File: src/rtl/tx_align_pattern_gen_pkg.sv
// tx_align_pattern_gen_pkg: shared state encodings and link constants
package tx_align_pattern_gen_pkg;
    typedef enum logic [2:0] {
        ST_IDLE  = 3'd0,
        ST_TRAIN = 3'd1,
        ST_HOLD  = 3'd2,
        ST_GUARD = 3'd3,
        ST_DATA  = 3'd4
    } state_t;
    localparam logic [6:0] PRBS_SEED     = 7'h7F;
    localparam logic [7:0] IDLE_WORD_DEF = 8'hAC;
endpackage

File: src/rtl/tx_align_pattern_gen_if.sv
// tx_align_pattern_gen_if: user word valid/ready handshake
interface tx_align_pattern_gen_if;
    logic [7:0] tx_data;
    logic       tx_valid;
    logic       tx_ready;
    modport master (output tx_data, output tx_valid, input tx_ready);
    modport slave  (input tx_data, input tx_valid, output tx_ready);
endinterface

File: src/rtl/tx_align_pattern_gen_prbs7.sv
// prbs7_par8: x^7+x^6+1 Fibonacci LFSR advanced 8 bits, first bit lands in word[7]
module prbs7_par8 (
    input  logic [6:0] state,
    output logic [7:0] word,
    output logic [6:0] next_state
);
    logic [6:0] s;
    always_comb begin
        s = state;
        word = '0;
        for (int i = 7; i >= 0; i--) begin
            word[i] = s[6] ^ s[5];
            s = {s[5:0], s[6] ^ s[5]};
        end
        next_state = s;
    end
endmodule

File: src/rtl/tx_align_pattern_gen.sv
// tx_align_pattern_gen: PRBS7 training, guard idles and user data toward the OSERDES
module tx_align_pattern_gen
    import tx_align_pattern_gen_pkg::*;
#(
    parameter logic [7:0]  IDLE_WORD     = IDLE_WORD_DEF,
    parameter int          LOCK_HOLD     = 16,
    parameter int          GUARD_WORDS   = 8,
    parameter logic [19:0] TRAIN_TIMEOUT = 20'hFFFFF
) (
    input  logic                         clk160,
    input  logic                         totalCounterResetb_manual,
    input  logic                         enable,
    input  logic                         train_req,
    input  logic                         rx_delay_ready,
    tx_align_pattern_gen_if.slave        tx,
    output logic [7:0]                   d_out,
    output logic                         training_active,
    output logic                         link_up,
    output logic [15:0]                  words_sent,
    output logic [7:0]                   train_timeouts
);
    localparam int HW = $clog2(LOCK_HOLD + 1);
    localparam int GW = $clog2(GUARD_WORDS + 1);
    state_t        state, state_n;
    logic [6:0]    prbs, prbs_n, prbs_next;
    logic [7:0]    prbs_word, d_n, to_n;
    logic [19:0]   train_cnt, train_n;
    logic [HW-1:0] hold_cnt, hold_n;
    logic [GW-1:0] guard_cnt, guard_n;
    logic [15:0]   words_n;
    logic          rq_s1, rq_s2, rq_prev, rdy_s1, rdy_s;
    logic          train_req_rise, accept;

    prbs7_par8 u_prbs (.state(prbs), .word(prbs_word), .next_state(prbs_next));

    assign train_req_rise  = rq_s2 && !rq_prev;
    assign tx.tx_ready     = (state == ST_DATA) && enable && !train_req_rise;
    assign accept          = tx.tx_valid && tx.tx_ready;
    assign training_active = (state == ST_TRAIN) || (state == ST_HOLD);
    assign link_up         = (state == ST_GUARD) || (state == ST_DATA);

    always_comb begin
        state_n = state;
        prbs_n  = prbs;
        train_n = train_cnt;
        hold_n  = hold_cnt;
        guard_n = guard_cnt;
        d_n     = IDLE_WORD;
        words_n = words_sent;
        to_n    = train_timeouts;
        if (!enable) begin
            state_n = ST_IDLE;
        end else if (train_req_rise && state != ST_IDLE) begin
            state_n = ST_TRAIN;
            train_n = '0;
            prbs_n  = PRBS_SEED;
        end else begin
            case (state)
                ST_IDLE: begin
                    state_n = ST_TRAIN;
                    train_n = '0;
                    prbs_n  = PRBS_SEED;
                end
                ST_TRAIN: begin
                    d_n     = prbs_word;
                    prbs_n  = prbs_next;
                    train_n = train_cnt + 20'd1;
                    if (rdy_s) begin
                        state_n = ST_HOLD;
                        hold_n  = '0;
                    end else if (train_cnt == TRAIN_TIMEOUT - 20'd1) begin
                        to_n    = train_timeouts + {7'd0, train_timeouts != 8'hFF};
                        prbs_n  = PRBS_SEED;
                        train_n = '0;
                    end
                end
                ST_HOLD: begin
                    d_n    = prbs_word;
                    prbs_n = prbs_next;
                    if (!rdy_s) begin
                        state_n = ST_TRAIN;
                    end else if (hold_cnt == HW'(LOCK_HOLD - 1)) begin
                        state_n = ST_GUARD;
                        guard_n = '0;
                    end else begin
                        hold_n = hold_cnt + HW'(1);
                    end
                end
                ST_GUARD: begin
                    state_n = (guard_cnt == GW'(GUARD_WORDS - 1)) ? ST_DATA : ST_GUARD;
                    guard_n = guard_cnt + GW'(1);
                end
                ST_DATA: begin
                    d_n     = accept ? tx.tx_data : IDLE_WORD;
                    words_n = words_sent + {15'd0, accept && words_sent != 16'hFFFF};
                end
                default: state_n = ST_IDLE;
            endcase
        end
    end

    always_ff @(posedge clk160 or negedge totalCounterResetb_manual) begin
        if (!totalCounterResetb_manual) begin
            rq_s1          <= 1'b0;
            rq_s2          <= 1'b0;
            rq_prev        <= 1'b0;
            rdy_s1         <= 1'b0;
            rdy_s          <= 1'b0;
            state          <= ST_IDLE;
            prbs           <= PRBS_SEED;
            train_cnt      <= '0;
            hold_cnt       <= '0;
            guard_cnt      <= '0;
            d_out          <= IDLE_WORD;
            words_sent     <= '0;
            train_timeouts <= '0;
        end else begin
            rq_s1          <= train_req;
            rq_s2          <= rq_s1;
            rq_prev        <= rq_s2;
            rdy_s1         <= rx_delay_ready;
            rdy_s          <= rdy_s1;
            state          <= state_n;
            prbs           <= prbs_n;
            train_cnt      <= train_n;
            hold_cnt       <= hold_n;
            guard_cnt      <= guard_n;
            d_out          <= d_n;
            words_sent     <= words_n;
            train_timeouts <= to_n;
        end
    end
endmodule

File: src/flat_wrapper.sv
// flat-port wrapper written by rule: the top's interface ports become plain ports
module tx_align_pattern_gen_flat import tx_align_pattern_gen_pkg::*;
#(
    parameter logic [7:0]  IDLE_WORD     = IDLE_WORD_DEF,
    parameter int          LOCK_HOLD     = 16,
    parameter int          GUARD_WORDS   = 8,
    parameter logic [19:0] TRAIN_TIMEOUT = 20'hFFFFF
)
  (clk160, totalCounterResetb_manual, enable, train_req, rx_delay_ready, d_out, training_active, link_up, words_sent, train_timeouts, tx_tx_data, tx_tx_valid, tx_tx_ready);
  tx_align_pattern_gen_if tx_i ();
  input  logic clk160;
  input  logic totalCounterResetb_manual;
  input  logic enable;
  input  logic train_req;
  input  logic rx_delay_ready;
  output logic [7:0] d_out;
  output logic training_active;
  output logic link_up;
  output logic [15:0] words_sent;
  output logic [7:0] train_timeouts;
  input wire logic [$bits(tx_i.tx_data)-1:0] tx_tx_data;
  input wire logic [$bits(tx_i.tx_valid)-1:0] tx_tx_valid;
  output wire logic [$bits(tx_i.tx_ready)-1:0] tx_tx_ready;
  assign tx_i.tx_data = tx_tx_data;
  assign tx_i.tx_valid = tx_tx_valid;
  assign tx_tx_ready = tx_i.tx_ready;
  tx_align_pattern_gen #(.IDLE_WORD(IDLE_WORD), .LOCK_HOLD(LOCK_HOLD), .GUARD_WORDS(GUARD_WORDS), .TRAIN_TIMEOUT(TRAIN_TIMEOUT)) u_core (.clk160(clk160), .totalCounterResetb_manual(totalCounterResetb_manual), .enable(enable), .train_req(train_req), .rx_delay_ready(rx_delay_ready), .tx(tx_i), .d_out(d_out), .training_active(training_active), .link_up(link_up), .words_sent(words_sent), .train_timeouts(train_timeouts));
endmodule
File: config.mk
export PLATFORM = sky130hd
export DESIGN_NAME = tx_align_pattern_gen_flat
export DESIGN_NICKNAME = d
export VERILOG_FILES = /design/src/rtl/tx_align_pattern_gen_pkg.sv /design/src/rtl/tx_align_pattern_gen_if.sv /design/src/rtl/tx_align_pattern_gen_prbs7.sv /design/src/rtl/tx_align_pattern_gen.sv /design/src/flat_wrapper.sv
export SDC_FILE = /design/constraint.sdc
export NUM_CORES = 1
export LEC_CHECK = 0
export ABC_AREA = 1
export BUFFER_PORTS_ARGS = -buffer_cell sky130_fd_sc_hd__buf_2
export CORE_ASPECT_RATIO = 0.8
export CORE_MARGIN = 5
export CORE_UTILIZATION = 59
export CTS_CLUSTER_DIAMETER = 120
export CTS_CLUSTER_SIZE = 12
export DETAILED_ROUTE_END_ITERATION = 16
export PLACE_DENSITY = 0.84
export SLEW_MARGIN = 30
export SYNTH_ARGS = -nofsm -noshare
export SYNTH_HDL_FRONTEND = slang
export SYNTH_SLANG_ARGS = --single-unit
File: constraint.sdc
create_clock -name clk160 -period 2.95 [get_ports clk160]
set_input_delay 0.1475 -clock clk160 [delete_from_list [all_inputs] [get_ports clk160]]
set_output_delay 0.1475 -clock clk160 [all_outputs]
set_load 0.05 [all_outputs]
# --- After elaboration in Yosys (flattened, before gate mapping) ---
# Index checks and enable logic that the tools add are counted.
classes:
  bitwise_logic: 10
  n_reduce_logical: 24
  eq_ne: 16
  add_sub_neg: 5
  muxes: 26
ops:
  columns: ["cell", "count"]
  rows:
  - ["20-bit 2-to-1 mux", 3]
  - ["20-bit one-hot mux with 2 select lines", 1]
  - ["8-bit 2-to-1 mux", 3]
  - ["7-bit 2-to-1 mux", 3]
  - ["7-bit one-hot mux with 3 select lines", 1]
  - ["20-bit by 1-bit adder with 20-bit output (second input constant)", 1]
  - ["20-bit == test (second input constant)", 1]
  - ["3-bit 2-to-1 mux", 6]
  - ["16-bit by 1-bit adder with 16-bit output", 1]
  - ["16-bit != test (second input constant)", 1]
  - ["8-bit one-hot mux with 2 select lines", 1]
  - ["5-bit 2-to-1 mux", 3]
  - ["3-bit one-hot mux with 5 select lines", 1]
  - ["5-bit one-hot mux with 2 select lines", 1]
  - ["5-bit AND reduction", 2]
  - ["8-bit by 1-bit adder with 8-bit output", 1]
  - ["4-bit 2-to-1 mux", 2]
  - ["8-bit != test (second input constant)", 1]
  - ["4-bit one-hot mux with 2 select lines", 1]
  - ["1-bit bitwise XOR", 8]
  - ["3-bit by 2-bit == test with 1-bit output (second input constant)", 2]
  - ["1-bit logical AND", 6]
  - ["3-bit AND reduction", 2]
  - ["6-bit AND reduction", 1]
  - ["20 further kinds", 28]
word_totals:
  wordCells: 94
  out_inout_bits: 35
  reg_bits: 76
  in_bits: 14

# --- Longest topological paths before layout ---
depth:
  depth_word: 9
  ltp_mapped: 17
  depth_no_buf: 17

# --- By module ---
# A second synthesis with hierarchy kept.
hier_totals:
  cells_unflattened: 553
  area_unflattened_um2: 4330.4
modules_own_cells:
  columns: ["module", "area_per_inst_um2", "cells_per_inst", "instances", "seq_area_each_um2"]
  rows:
  - ["tx_align_pattern_gen", 4155.2, 520, 1, 1915.6]
  - ["prbs7_par8", 175.2, 33, 1, 0.0]

# --- Worst setup path before layout ---
# No wires, ideal clock.
synth_timing:
  kind: "register to register"
  startpoint: "register u_core.words_sent[6]"
  endpoint: "register u_core.words_sent[6]"
  setup_slack_ps: 466
  stages_incl_launch_ff: 12
  period_less_slack_ps: 2484
  t_required_ps: 2814
  arrival_time_ps: 2348
  path_cell_list: "dfrtp_1 > inv_1 > nor3_1 > nor3b_1 > a31oi_1 > ha_1 > ha_1 > inv_1 > nor3_1 > xor2_1 > nand2_1 > o21ai_0"
synth_between:
  elab_chain_cells: 3
synth_lines:
  columns: ["element", "line", "text"]
  rows:
  - ["from (decl)", "tx_align_pattern_gen.sv:19", "output logic [15:0] words_sent,"]
  - ["from (signal assigned)", "tx_align_pattern_gen.sv:129", "words_sent <= words_n;"]
  - ["16-bit != test", "tx_align_pattern_gen.sv:95", "words_n = words_sent + {15'd0, accept && words_sent != 16'hFFFF};"]
  - ["1-bit logical AND", "tx_align_pattern_gen.sv:95", null]
  - ["16-bit by 1-bit adder with 16-bit output (*)", "tx_align_pattern_gen.sv:95", null]
# Mark *: on every way between the ends. The rest lies on a longest branch, timed or not.
# A chain may end at the register's enable or synchronous reset.

# --- Worst setup path after layout ---
layout_timing:
  startpoint: "register u_core.state[0]"
  endpoint: "register u_core.words_sent[14]"
layout_between:
  elab_chain_cells: 6
layout_lines:
  columns: ["element", "line", "text"]
  rows:
  - ["from (decl)", "tx_align_pattern_gen.sv:24", "state_t state, state_n;"]
  - ["from (signal assigned)", "tx_align_pattern_gen.sv:123", "state <= state_n;"]
  - ["3-bit == test", "tx_align_pattern_gen.sv:37, tx_align_pattern_gen.sv:58", null]
  - ["1-bit logical AND (2 in series)", "tx_align_pattern_gen.sv:37", "assign tx.tx_ready = (state == ST_DATA) && enable && !train_req_rise;"]
  - ["1-bit logical AND", "tx_align_pattern_gen.sv:38", "assign accept = tx.tx_valid && tx.tx_ready;"]
  - ["1-bit logical AND", "tx_align_pattern_gen.sv:95", null]
  - ["16-bit by 1-bit adder with 16-bit output", "tx_align_pattern_gen.sv:95", null]
# Several ways; a longest one is shown, not always the timed one.

==> flow_summary.toml <==
[drt]
drt_first_iter_violations = 354
ant_nets = 0
drc = 0
via_per_inst = 5.47
vias = 3926
wl_per_cell_um = 13.7
dr.pass1.iters = 5
routed_wl_mm = 9.83

[clock_network]
root_buffer = "clkbuf_8"
clkTransAtPathRegs_ns = 0.08
cts_tree = "built"
cts.htree.levels = 3
clk_latency_ns = 0.35
clockBufferDepth = 2
cts_resized = 0
clock-sinks = 76
cts_setup_buffers = 0
cts_made_buffers = 9

[worst_setup_path]
worst-path-buf-inv = 2
crit_top_cell = "nand2_1"
path_cells = "inv_2 > nand3_1 > nand2_2 > nand2_4 > nor2_4 > nand2_1 > a31oi_1 > ha_1 > ha_1 > inv_1 > nor3_1 > nand3_1 > nand2_1 > nand2_1 > nand2_1 > o21ai_0"
crit_fanout = 9
r2r_cells = 16
worstSetupEndpointType = "flop"
r2r_slack_ns = 0.34
critical-path-top-delay-family = "simple AND/OR/NAND/NOR gates"
reg2reg_from = "u_core.state[0]"
critPathKind = "flop to flop"
timing.rr.end = "u_core.words_sent[14]"
start_kind = "flop"
cp_slowest_cell = "dfrtp_1"
cpPeakStageDelay_ns = 0.41
cp_data_arrival_time_ns = 2.84
crit_required_ns = 3.18

[power]
power.density_nw_per_um2 = 685
power_w = 0.00339
power.leakage_nw = 2.31
peakVddDrop_mv = 0.432

[global_routing]
busiest_layer = "met2"
grt_max_degree = 77
grt_use_met2 = 0.359
grt_pass1_wl_mm = 16.9
grt_util_met1 = 0.313
overflow = 0
antenna_found_initial = 0
grt_pass1_vias = 3629
track_usage = 0.229
use_met3 = 0.0521

[timing]
hold_viol_final = 0
finalClockSkew_ns = 0.00839
period_minus_slack_ns = 2.61
report.final.slew_viol_count = 0
worstMarginPinSlew_ns = 0.682
fin_hold_ws_ns = 0.0582
max_freq_mhz = 383
finalSetupTns_ns = 0
max-slew-margin-rel = 0.546
setup-violations-final = 0
finalCritPeriodShare = 0.884
rsz0062_at_grt = "no"

[die]
start_util = 0.596
num_io_pins = 49
fp.coreArea_um2 = 7290
die-area_um2 = 9190
fp-row-count = 28
die-width_um = 106
die_h_um = 86.8

[placed_design]
place_inst = 699
dp_hpwl_mm = 7.20
numPortBuffers = 48
placed_cell_area_um2 = 4670
gp_congestion = 0.981

[hold_path]
holdPathStages = 3
hold_class = "input port to flop"
min_to = "u_core.d_out[2]"
hold_start = "tx_tx_data[2]"

[job]
maxCapViolCount = 0

[cells_and_area]
multi_input_area_um2 = 2140
seq_area_um2 = 1920
num-fill-cells = 577
finish.instance_area_um2 = 4960
fin_nets = 646
layout-drive-gt1-share = 0.178
antennaDiodeCount = 0
fin_cells = 718
syn_to_final_growth_pct = 14.0

[status]
status = "complete, no violations"

[yosys]
yosysSeqAreaShare = 0.441
netlist-cell-type-count = 38
netlist_area_um2 = 4350
synth-seq-cells = 76
synthCells = 566
ys_warn_count = 0
synth_fp_nets = 589
synth.avg_cell_area_um2 = 7.68
-- cell type report --
cell class | count | share of cell area
inverters | 68 | 0.0515
multi-input cells | 416 | 0.431
well taps | 90 | 0.0227
flip-flops and latches | 76 | 0.387
clock buffers | 12 | 0.0313
clock inverters | 4 | 0.0192
repair buffers | 52 | 0.0573
-- flip-flops by register name, summed over array words and instances, names as in the netlist --
register,flops
u_core.train_cnt,20
u_core.words_sent,16
u_core.d_out,8
u_core.train_timeouts,8
u_core.prbs,7
u_core.hold_cnt,5
u_core.guard_cnt,4
u_core.state,3
u_core.rdy_s,1
u_core.rdy_s1,1
u_core.rq_prev,1
u_core.rq_s1,1
u_core.rq_s2,1
-- how the worst max path moves through the flow --
| stage | from | endpoint | cells past startpoint |
|---|---|---|---|
| after CTS | u_core.state[0] | u_core.words_sent[14] | 16 |
| after global placement | u_core.state[0] | u_core.words_sent[14] | 16 |
| final | u_core.state[0] | u_core.words_sent[14] | 16 |
| after global routing | u_core.state[0] | u_core.words_sent[14] | 16 |
| after detailed placement | u_core.state[0] | u_core.words_sent[14] | 16 |
| after floorplan | u_core.words_sent[6] | u_core.words_sent[6] | 11 |
-- cells by family after synthesis --
group / Yosys count / share of synthesized area
adder cells (fa/ha/maj): 9 / 0.0259
multiplexers: 1 / 0.00230
XOR/XNOR: 27 / 0.0544
AO/OA/AOI/OAI: 53 / 0.0668
AND/OR/NAND/NOR: 326 / 0.343
buffers and inverters: 74 / 0.0674
flip-flops: 76 / 0.441
-- metrics by stage --
step	utilization	worst slack, ns
finish	0.680	0.342
global route	0.680	0.0417
global placement	0.641	0.504
detailed placement	0.641	0.378
floorplan	-	0.466
CTS	0.680	0.362
-- layer usage --
metal,wire length [um],part of all wire
met1,4510,0.46
met2,4550,0.46
met3,619,0.063
met4,155,0.016
met5,0,0
-- where the power goes --
part	internal (W)	switching [W]
clock	0.000607	0.000372
combinational	0.000298	0.000770
sequential	0.00123	0.000113
total	0.00214	0.00125
-- cells in the mapped netlist --
library cell  count  share of area
clkbuf_1          1        0.00086
a21oi_1          18          0.021
o21bai_1          1         0.0017
dfrtp_1          65           0.37
ha_1              9          0.026
nand3b_1          2         0.0035
xor2_1           18          0.036
mux2i_1           1         0.0023
o21ai_0          23          0.026
nor3_1           20          0.023
o21ai_1           3         0.0035
buf_2             3         0.0035
o211ai_1          1         0.0017
nand2_2           6         0.0086
inv_2             6         0.0052
and2_1            2         0.0029
o22ai_1           3         0.0043
nand4_1          12          0.017
nand3_4           1         0.0040
clkinv_1          1        0.00086
inv_1            61          0.053
a21oi_4           1         0.0037
nand3_2           2         0.0046
nand2_1         151           0.13
buf_4             1         0.0017
nor3b_1           1         0.0017
and3_1            1         0.0014
or2_2             1         0.0014
nor2_1           49          0.042
xnor2_1           9          0.018
nor2_4            4          0.010
buf_6             1         0.0026
nand3_1          58          0.067
dfstp_2          11          0.066
a21boi_0          1         0.0017
nand2_4           1         0.0026
nor2_2           15          0.022
a31oi_1           2         0.0029
-- placed cells by master (no fill, tap or decap), types with 18 or more instances in the layout --
| cell type | Yosys | routed |
|---|---|---|
| nand2_1 | 151 | 151 |
| nor2_1 | 49 | 49 |
| buf_2 | 3 | 47 |
| nor3_1 | 20 | 20 |
| a21oi_1 | 18 | 18 |
| nand3_1 | 58 | 58 |
| inv_1 | 61 | 61 |
| o21ai_0 | 23 | 23 |
| dfrtp_1 | 65 | 65 |
| xor2_1 | 18 | 18 |
-- worst reg2reg max path, stage by stage, from the launching register on --
cell and delay, ns:
dfrtp_1 0.41, inv_2 0.10, nand3_1 0.12, nand2_2 0.14
nand2_4 0.11, nor2_4 0.10, nand2_1 0.11, a31oi_1 0.18
ha_1 0.21, ha_1 0.21, inv_1 0.07, nor3_1 0.35
nand3_1 0.12, nand2_1 0.08, nand2_1 0.05, nand2_1 0.05
o21ai_0 0.07
-- timing repair --
item	4_1_cts	5_1_grt
setup endpoints to repair	0	0
hold buffers	3	0
hold endpoints to repair	67	0
Power figures use the tool's default switching activity.
